`config.mk`:
```
export PLATFORM = sky130hd
export DESIGN_NAME = iterative_mul_unit
export DESIGN_NICKNAME = d
export VERILOG_FILES = /design/src/rtl/iterative_mul_unit_pkg.sv /design/src/rtl/iterative_mul_unit_mul_step.sv /design/src/rtl/iterative_mul_unit.sv
export SDC_FILE = /design/constraint.sdc
export NUM_CORES = 1
export LEC_CHECK = 0
export ABC_AREA = 1
export CELL_PAD_IN_SITES_DETAIL_PLACEMENT = 1
export CELL_PAD_IN_SITES_GLOBAL_PLACEMENT = 2
export CORE_MARGIN = 1.5
export CORE_UTILIZATION = 35
export DETAILED_ROUTE_END_ITERATION = 6
export PLACE_DENSITY = 0.94
export SLEW_MARGIN = 0
export SYNTH_ARGS = -nofsm -noshare
export SYNTH_HDL_FRONTEND = slang
export SYNTH_SLANG_ARGS = --single-unit
```
`constraint.sdc`:
```
create_clock -name clk -period 4.2 [get_ports clk]
set_input_delay 0.84 -clock clk [delete_from_list [all_inputs] [get_ports clk]]
set_output_delay 0.84 -clock clk [all_outputs]
set_load 0.03 [all_outputs]
```
`src/rtl/iterative_mul_unit_pkg.sv`:
```
// Shared constants for the iterative multiplier: ALU code, FSM encodings, iteration count.
// MUL_RADIX4_EN selects 2-bit-per-step iteration (16 steps) instead of 1-bit (32 steps).
package iterative_mul_unit_pkg;

   localparam logic [3:0] ALU_MUL = 4'b1010;

   localparam logic [1:0] MUL_IDLE = 2'd0;
   localparam logic [1:0] MUL_BUSY = 2'd1;
   localparam logic [1:0] MUL_DONE = 2'd2;

   localparam int unsigned CNT_W = 5;

`ifdef MUL_RADIX4_EN
   localparam int unsigned MUL_ITERS = 16;
`else
   localparam int unsigned MUL_ITERS = 32;
`endif

   localparam logic [CNT_W-1:0] CNT_LAST = CNT_W'(MUL_ITERS - 1);

endpackage

```
`src/rtl/iterative_mul_unit_mul_step.sv`:
```
// One combinational shift-add iteration of the multiplier datapath.
// MUL_RADIX4_EN consumes two multiplier bits per step, otherwise one.
module iterative_mul_unit_mul_step #(
   parameter int unsigned XLEN = 32
) (
   input  logic [XLEN-1:0] acc,
   input  logic [XLEN-1:0] mcand,
   input  logic [XLEN-1:0] mplr,
   output logic [XLEN-1:0] acc_nxt,
   output logic [XLEN-1:0] mcand_nxt,
   output logic [XLEN-1:0] mplr_nxt
);

`ifdef MUL_RADIX4_EN
   logic [XLEN-1:0] mcand_x2;

   assign mcand_x2 = mcand << 1;

   // 3x partial product is built from mcand + 2*mcand; all sums wrap at XLEN
   always_comb begin
      acc_nxt = acc;
      case (mplr[1:0])
         2'd1:    acc_nxt = acc + mcand;
         2'd2:    acc_nxt = acc + mcand_x2;
         2'd3:    acc_nxt = acc + mcand + mcand_x2;
         default: acc_nxt = acc;
      endcase
   end

   assign mcand_nxt = mcand << 2;
   assign mplr_nxt  = mplr >> 2;
`else
   assign acc_nxt   = mplr[0] ? acc + mcand : acc;
   assign mcand_nxt = mcand << 1;
   assign mplr_nxt  = mplr >> 1;
`endif

endmodule

```
`src/rtl/iterative_mul_unit.sv`:
```
// EX-stage iterative multiplier for RV32 mul: low XLEN bits of rs1*rs2, stalls the pipe while busy.
// MUL_RADIX4_EN halves the iteration count; results are identical in both builds.
module iterative_mul_unit
   import iterative_mul_unit_pkg::*;
#(
   parameter int unsigned XLEN = 32
) (
   input  logic            clk,
   input  logic            rst_n,
   input  logic            mul_start_EX,
   input  logic            flush_EX,
   input  logic [XLEN-1:0] rs1_val_EX,
   input  logic [XLEN-1:0] rs2_val_EX,
   output logic            mul_stall_EX,
   output logic            mul_busy_EX,
   output logic            mul_done_EX,
   output logic [XLEN-1:0] mul_result_EX
);

   logic [1:0]       state, state_nxt;
   logic [XLEN-1:0]  mcand, mcand_nxt;
   logic [XLEN-1:0]  mplr, mplr_nxt;
   logic [XLEN-1:0]  acc, acc_nxt;
   logic [CNT_W-1:0] cnt, cnt_nxt;
   logic [XLEN-1:0]  result, result_nxt;

   logic [XLEN-1:0]  step_acc, step_mcand, step_mplr;

   iterative_mul_unit_mul_step #(.XLEN(XLEN)) u_step (
      .acc       (acc),
      .mcand     (mcand),
      .mplr      (mplr),
      .acc_nxt   (step_acc),
      .mcand_nxt (step_mcand),
      .mplr_nxt  (step_mplr)
   );

   // State and datapath registers
   always_ff @(posedge clk or negedge rst_n) begin
      if (!rst_n) begin
         state  <= MUL_IDLE;
         mcand  <= '0;
         mplr   <= '0;
         acc    <= '0;
         cnt    <= '0;
         result <= '0;
      end else begin
         state  <= state_nxt;
         mcand  <= mcand_nxt;
         mplr   <= mplr_nxt;
         acc    <= acc_nxt;
         cnt    <= cnt_nxt;
         result <= result_nxt;
      end
   end

   // Next-state, datapath update and the combinational stall request
   always_comb begin
      state_nxt    = state;
      mcand_nxt    = mcand;
      mplr_nxt     = mplr;
      acc_nxt      = acc;
      cnt_nxt      = cnt;
      result_nxt   = result;
      mul_stall_EX = 1'b0;

      case (state)
         MUL_IDLE: begin
            if (mul_start_EX && !flush_EX) begin
               mul_stall_EX = 1'b1;
               mcand_nxt    = rs1_val_EX;
               mplr_nxt     = rs2_val_EX;
               acc_nxt      = '0;
               cnt_nxt      = '0;
               state_nxt    = MUL_BUSY;
            end
         end
         MUL_BUSY: begin
            mul_stall_EX = 1'b1;
            if (flush_EX) begin
               state_nxt = MUL_IDLE;
            end else begin
               acc_nxt   = step_acc;
               mcand_nxt = step_mcand;
               mplr_nxt  = step_mplr;
               cnt_nxt   = cnt + CNT_W'(1);
               if (cnt == CNT_LAST) begin
                  result_nxt = step_acc;
                  state_nxt  = MUL_DONE;
               end
            end
         end
         // the instruction completing here leaves EX, so a held start is not a new request
         MUL_DONE: state_nxt = MUL_IDLE;
         default:  state_nxt = MUL_IDLE;
      endcase
   end

   assign mul_busy_EX   = (state == MUL_BUSY);
   assign mul_done_EX   = (state == MUL_DONE);
   assign mul_result_EX = result;

endmodule

```
Word-level counts from Yosys, hierarchy flattened

Index checks and enable logic that the tools add are counted.

Add/subtract/negate cells: 2
Eq/ne operators: 6
Multiplexer cells: 19
Bitwise logic cells: 1
Reductions and logical operators: 7

Operators by type and width:

| cell                  | count |
|---|---|
| $mux W32              | 7 |
| $pmux W32 S2          | 3 |
| $add A32 B32 Y32      | 1 |
| $mux W5               | 2 |
| $pmux W5 S2           | 1 |
| $mux W2               | 3 |
| $reduce_and A3 Y1     | 2 |
| $add A5 B1 Y5 const B | 1 |
| $eq A5 B5 Y1 const B  | 1 |
| $ne A2 B2 Y1 const B  | 2 |
| $pmux W2 S2           | 1 |
| $ne A3 B2 Y1 const B  | 1 |
| $eq A2 B1 Y1 const B  | 1 |
| $eq A2 B2 Y1 const B  | 1 |
| $logic_not A2 Y1      | 1 |
| $pmux W1 S2           | 1 |
| $reduce_and A2 Y1     | 1 |
| $reduce_bool A2 Y1    | 1 |
| $logic_and A1 B1 Y1   | 1 |
| $logic_not A1 Y1      | 1 |
| $mux W1               | 1 |
| $not A1 Y1            | 1 |

Register bits: 135
Word-level logic and storage cells: 41

Logic depth before layout (Yosys ltp)

Depth in word-level cells: 4
Mapped depth: 13

Cells and area by module

Synthesis repeated with hierarchy kept, for this count alone.

Cell total of the unflattened synthesis: 1435
Area total of the unflattened synthesis: 9247.6 um^2

Modules (own cells, without submodules):

| module                      | instances | cells each | area each (um^2) | seq. area each (um^2) |
|---|---|---|---|---|
| iterative_mul_unit          | 1         | 799        | 6075.8           | 3378.2 |
| iterative_mul_unit_mul_step | 1         | 636        | 3171.8           | 0.0 |

Worst setup path after synthesis

No wires, ideal clock.

Path type: input port to output port
From: input flush_EX
To: output mul_stall_EX
Data arrival time: 1.554 ns
Required time: 3.360 ns
Path slack: 1.806 ns
Stages on the path: 5
Buffers on the path: 0
Cells stage by stage: inv_1 > nand2_1 > nor2_2 > inv_1 > nand2_1

Longest elaborated chain between the ends: 4

Ends and longest elaborated chain:

| element             | RTL line                 | RTL |
|---|---|---|
| start, declared     | iterative_mul_unit.sv:11 | `input logic flush_EX,` |
| $logic_not A1 Y1    | iterative_mul_unit.sv:69 | `if (mul_start_EX && !flush_EX) begin` |
| $logic_and A1 B1 Y1 | iterative_mul_unit.sv:69 |  |
| $mux W1             | iterative_mul_unit.sv:69 |  |
| $pmux W1 S2         | iterative_mul_unit.sv:67 | `case (state)` |
| end, declared       | iterative_mul_unit.sv:14 | `output logic mul_stall_EX,` |

No other way between the ends.

Worst setup path in the final report

Same ends and word-level chain as after synthesis.

==> qor.yml <==
diodes: 0
cts_tree: "built"
ctsResizeCount: 0
syn_to_final_growth_pct: 22.37
stdcell_area_sq_um: 10390
die_x_um: 158.7
cp_slowest_cell: "clkdlybuf4s50_1"
startpoint: "flush_EX"
fp.coreArea_sq_um: 23610
synthTopCellsByArea: "dfrtp_1, nand2_1, inv_1"
syn-instance-count: 1176
post-route-period-util: 0.7694
ys_seq_elements: 135
worst_path_dominant_cell_family: "buffers and inverters"
cp_max_fo: 3
path_class: "input port to output port"
total_power_uw: 5359
ff2ff_setup_slack_ps: 1650
htree_levels: 4
synth.avg_cell_area_sq_um: 7.219
postCtsHoldBufs: 0
power_frac_clock: 0.290
nets: 1366
layout_commonest_cell: "nand2_1"
wl_um: 25220
r2r_start: "state[1]$_DFFE_PN0P_"
yosysWarnings: 0
critPathCaptureType: "output port"
clk-insertion-delay-late_ps: 430
crit_chain: "clkdlybuf4s50_1 -> inv_1 -> nand2_1 -> nor2_2 -> inv_1 -> nand2_1 -> clkdlybuf4s50_1"
syn_area_sq_um: 8489
p_int_uw: 3185
grt_pass1_vias: 8206
crit_arrival_ps: 2390
fmax_mhz: 309.4
gp_congestion: 0.8256
layout-drive-gt1-share: 0.07048
placed_area_sq_um: 9793
worstSetupEndpoint: "mul_stall_EX"
firstDrtPassIters: 4
most-common-layout-cells: "nand2_1, inv_1, dfrtp_1"
run_status: "complete, no violations"
clock_sinks: 135
antenna_found_initial: 0
max_cap_violations: 0
worst_setup_path_start_kind: "input port"
post_cts_buffers: 0
drt_first_iter_violations: 331
synth_top_area_frac: 0.3979
yosysTopAreaCell: "dfrtp_1"
hpwl_um: 18450
ant_nets: 0
synth-seq-area-share: 0.3979
io_buffers: 102
clockBufferDepth: 2
p_leak_uw: 0.005335
grtUsageTotal: 0.2088
die_area_sq_um: 25200
worst-path-stages: 7
fin_crit_ps: 3232
netSwitchingFraction: 0.4057
tightest_slew_ps: 906.9
via_per_inst: 4.897
grt_pass1_wl_um: 42390
root_buffer: "clkbuf_16"
powerDensity_nw_per_um2: 515.9
r2r_cells: 8
rows: 56
min_path_type: "input port to asynchronous set/reset pin"
setup_tns_ps: 0
path_buf_inv: 4
rsz0062_at_grt: "no"
hold_viol_final: 0
grt_start_max_net_pins: 95
worstPathRequired_ps: 3360
io_pins: 103
r2r_end: "mcand[29]$_DFFE_PN0P_"
drv_slew: 0
combinationalPowerShare: 0.385
power_switching_uw: 2174
grt_overflow: 0
wl_per_cell_um: 15.80
seqPwrFrac: 0.326
critPathMaxStageDelay_ps: 680
die_h_um: 158.7
synthDistinctLibCells: 39
clock_skew_ps: 12.41
post-route-drc-count: 0
setup_viol: 0
initial_core_util: 0.3595
slew_headroom: 0.3954
syn-num-nets: 1278
vias: 7815
clkTransAtPathRegs_ps: 60
ir_worst_vdd_mv: 0.2703
numCtsBuffers: 17
## cell families after synthesis
group / share of synthesized area
and+or+nand+nor: 0.2834
buffers and inverters: 0.1147
AOI/OAI and AO/OA: 0.1363
DFF: 0.3979
adders and majority gates: 0.05100
xor gates and xnor gates: 0.01548
muxes: 0.001179
## stage by stage
stage / util / std cells / hold WS [ps] / setup slack, ps
after detailed placement: 0.4147 / 1564 / 470.6 / 954.6
after CTS: 0.4400 / 1596 / 486.3 / 950.6
after global placement: 0.4147 / 1564 / 464.0 / 993.6
after global routing: 0.4400 / 1596 / 507.4 / 902.0
final: 0.4400 / 1596 / 474.7 / 968.4
after floorplan: - / 1176 / 459.4 / 1806
## per-layer routing
metal  GRT usage  routed length (um)  vias up
met4     0.05152                 190        0
met1      0.2708               11770     3789
met3     0.04023                 970       15
met5           0                   0        -
li1            -                   -     3909
met2      0.3561               12290      102
## worst min-delay path by stage
stage                               endpoint  slack, ps  depth (start not counted)
2_1_floorplan             cnt[4]$_DFFE_PN0P_        460                          2
3_3_place_gp   mul_result_EX[16]$_DFFE_PN0P_        460                          2
3_5_place_dp   mul_result_EX[15]$_DFFE_PN0P_        470                          2
4_1_cts        mul_result_EX[29]$_DFFE_PN0P_        490                          2
5_1_grt        mul_result_EX[22]$_DFFE_PN0P_        510                          2
6_report                mplr[29]$_DFFE_PN0P_        470                          1
## layout make-up
type,count,area (sq um)
fill,2964,13220
multi-input combinational,796,4138
sequential,135,3378
timing repair buffer,110,1107
inverter,204,770.7
clock buffer,18,429.2
tap,319,399.1
clock inverter,14,166.4
## power groups by stage
stage / Clock [uW] / Sequential, uW / Combinational (uW)
2_1_floorplan: 0 / 1690 / 1520
3_3_place_gp: 0 / 1750 / 1990
3_5_place_dp: 0 / 1770 / 2050
4_1_cts: 1580 / 1750 / 2080
5_1_grt: 1630 / 1770 / 2360
6_report: 1550 / 1750 / 2060
## cells in the mapped netlist (all sizes together)
cell / n
ha: 33
nand4: 3
a21oi: 21
o211ai: 39
a21o: 1
xnor2: 9
xor2: 6
inv: 203
nand2: 418
nor3b: 1
o221ai: 23
o21ai: 70
nor2: 44
mux2i: 1
a22o: 1
nor3: 4
or2: 16
a31oi: 1
clkinv: 1
nand3: 94
fa: 1
o21bai: 3
and2: 1
dfrtp: 135
buf: 25
o22ai: 6
clkbuf: 16
## state kept, by name, indices dropped and copies added (netlist names)
name	count
cnt	5
mcand	32
mul_result_EX	32
acc	32
mplr	32
state	2
(Power assumes the default switching activity.)
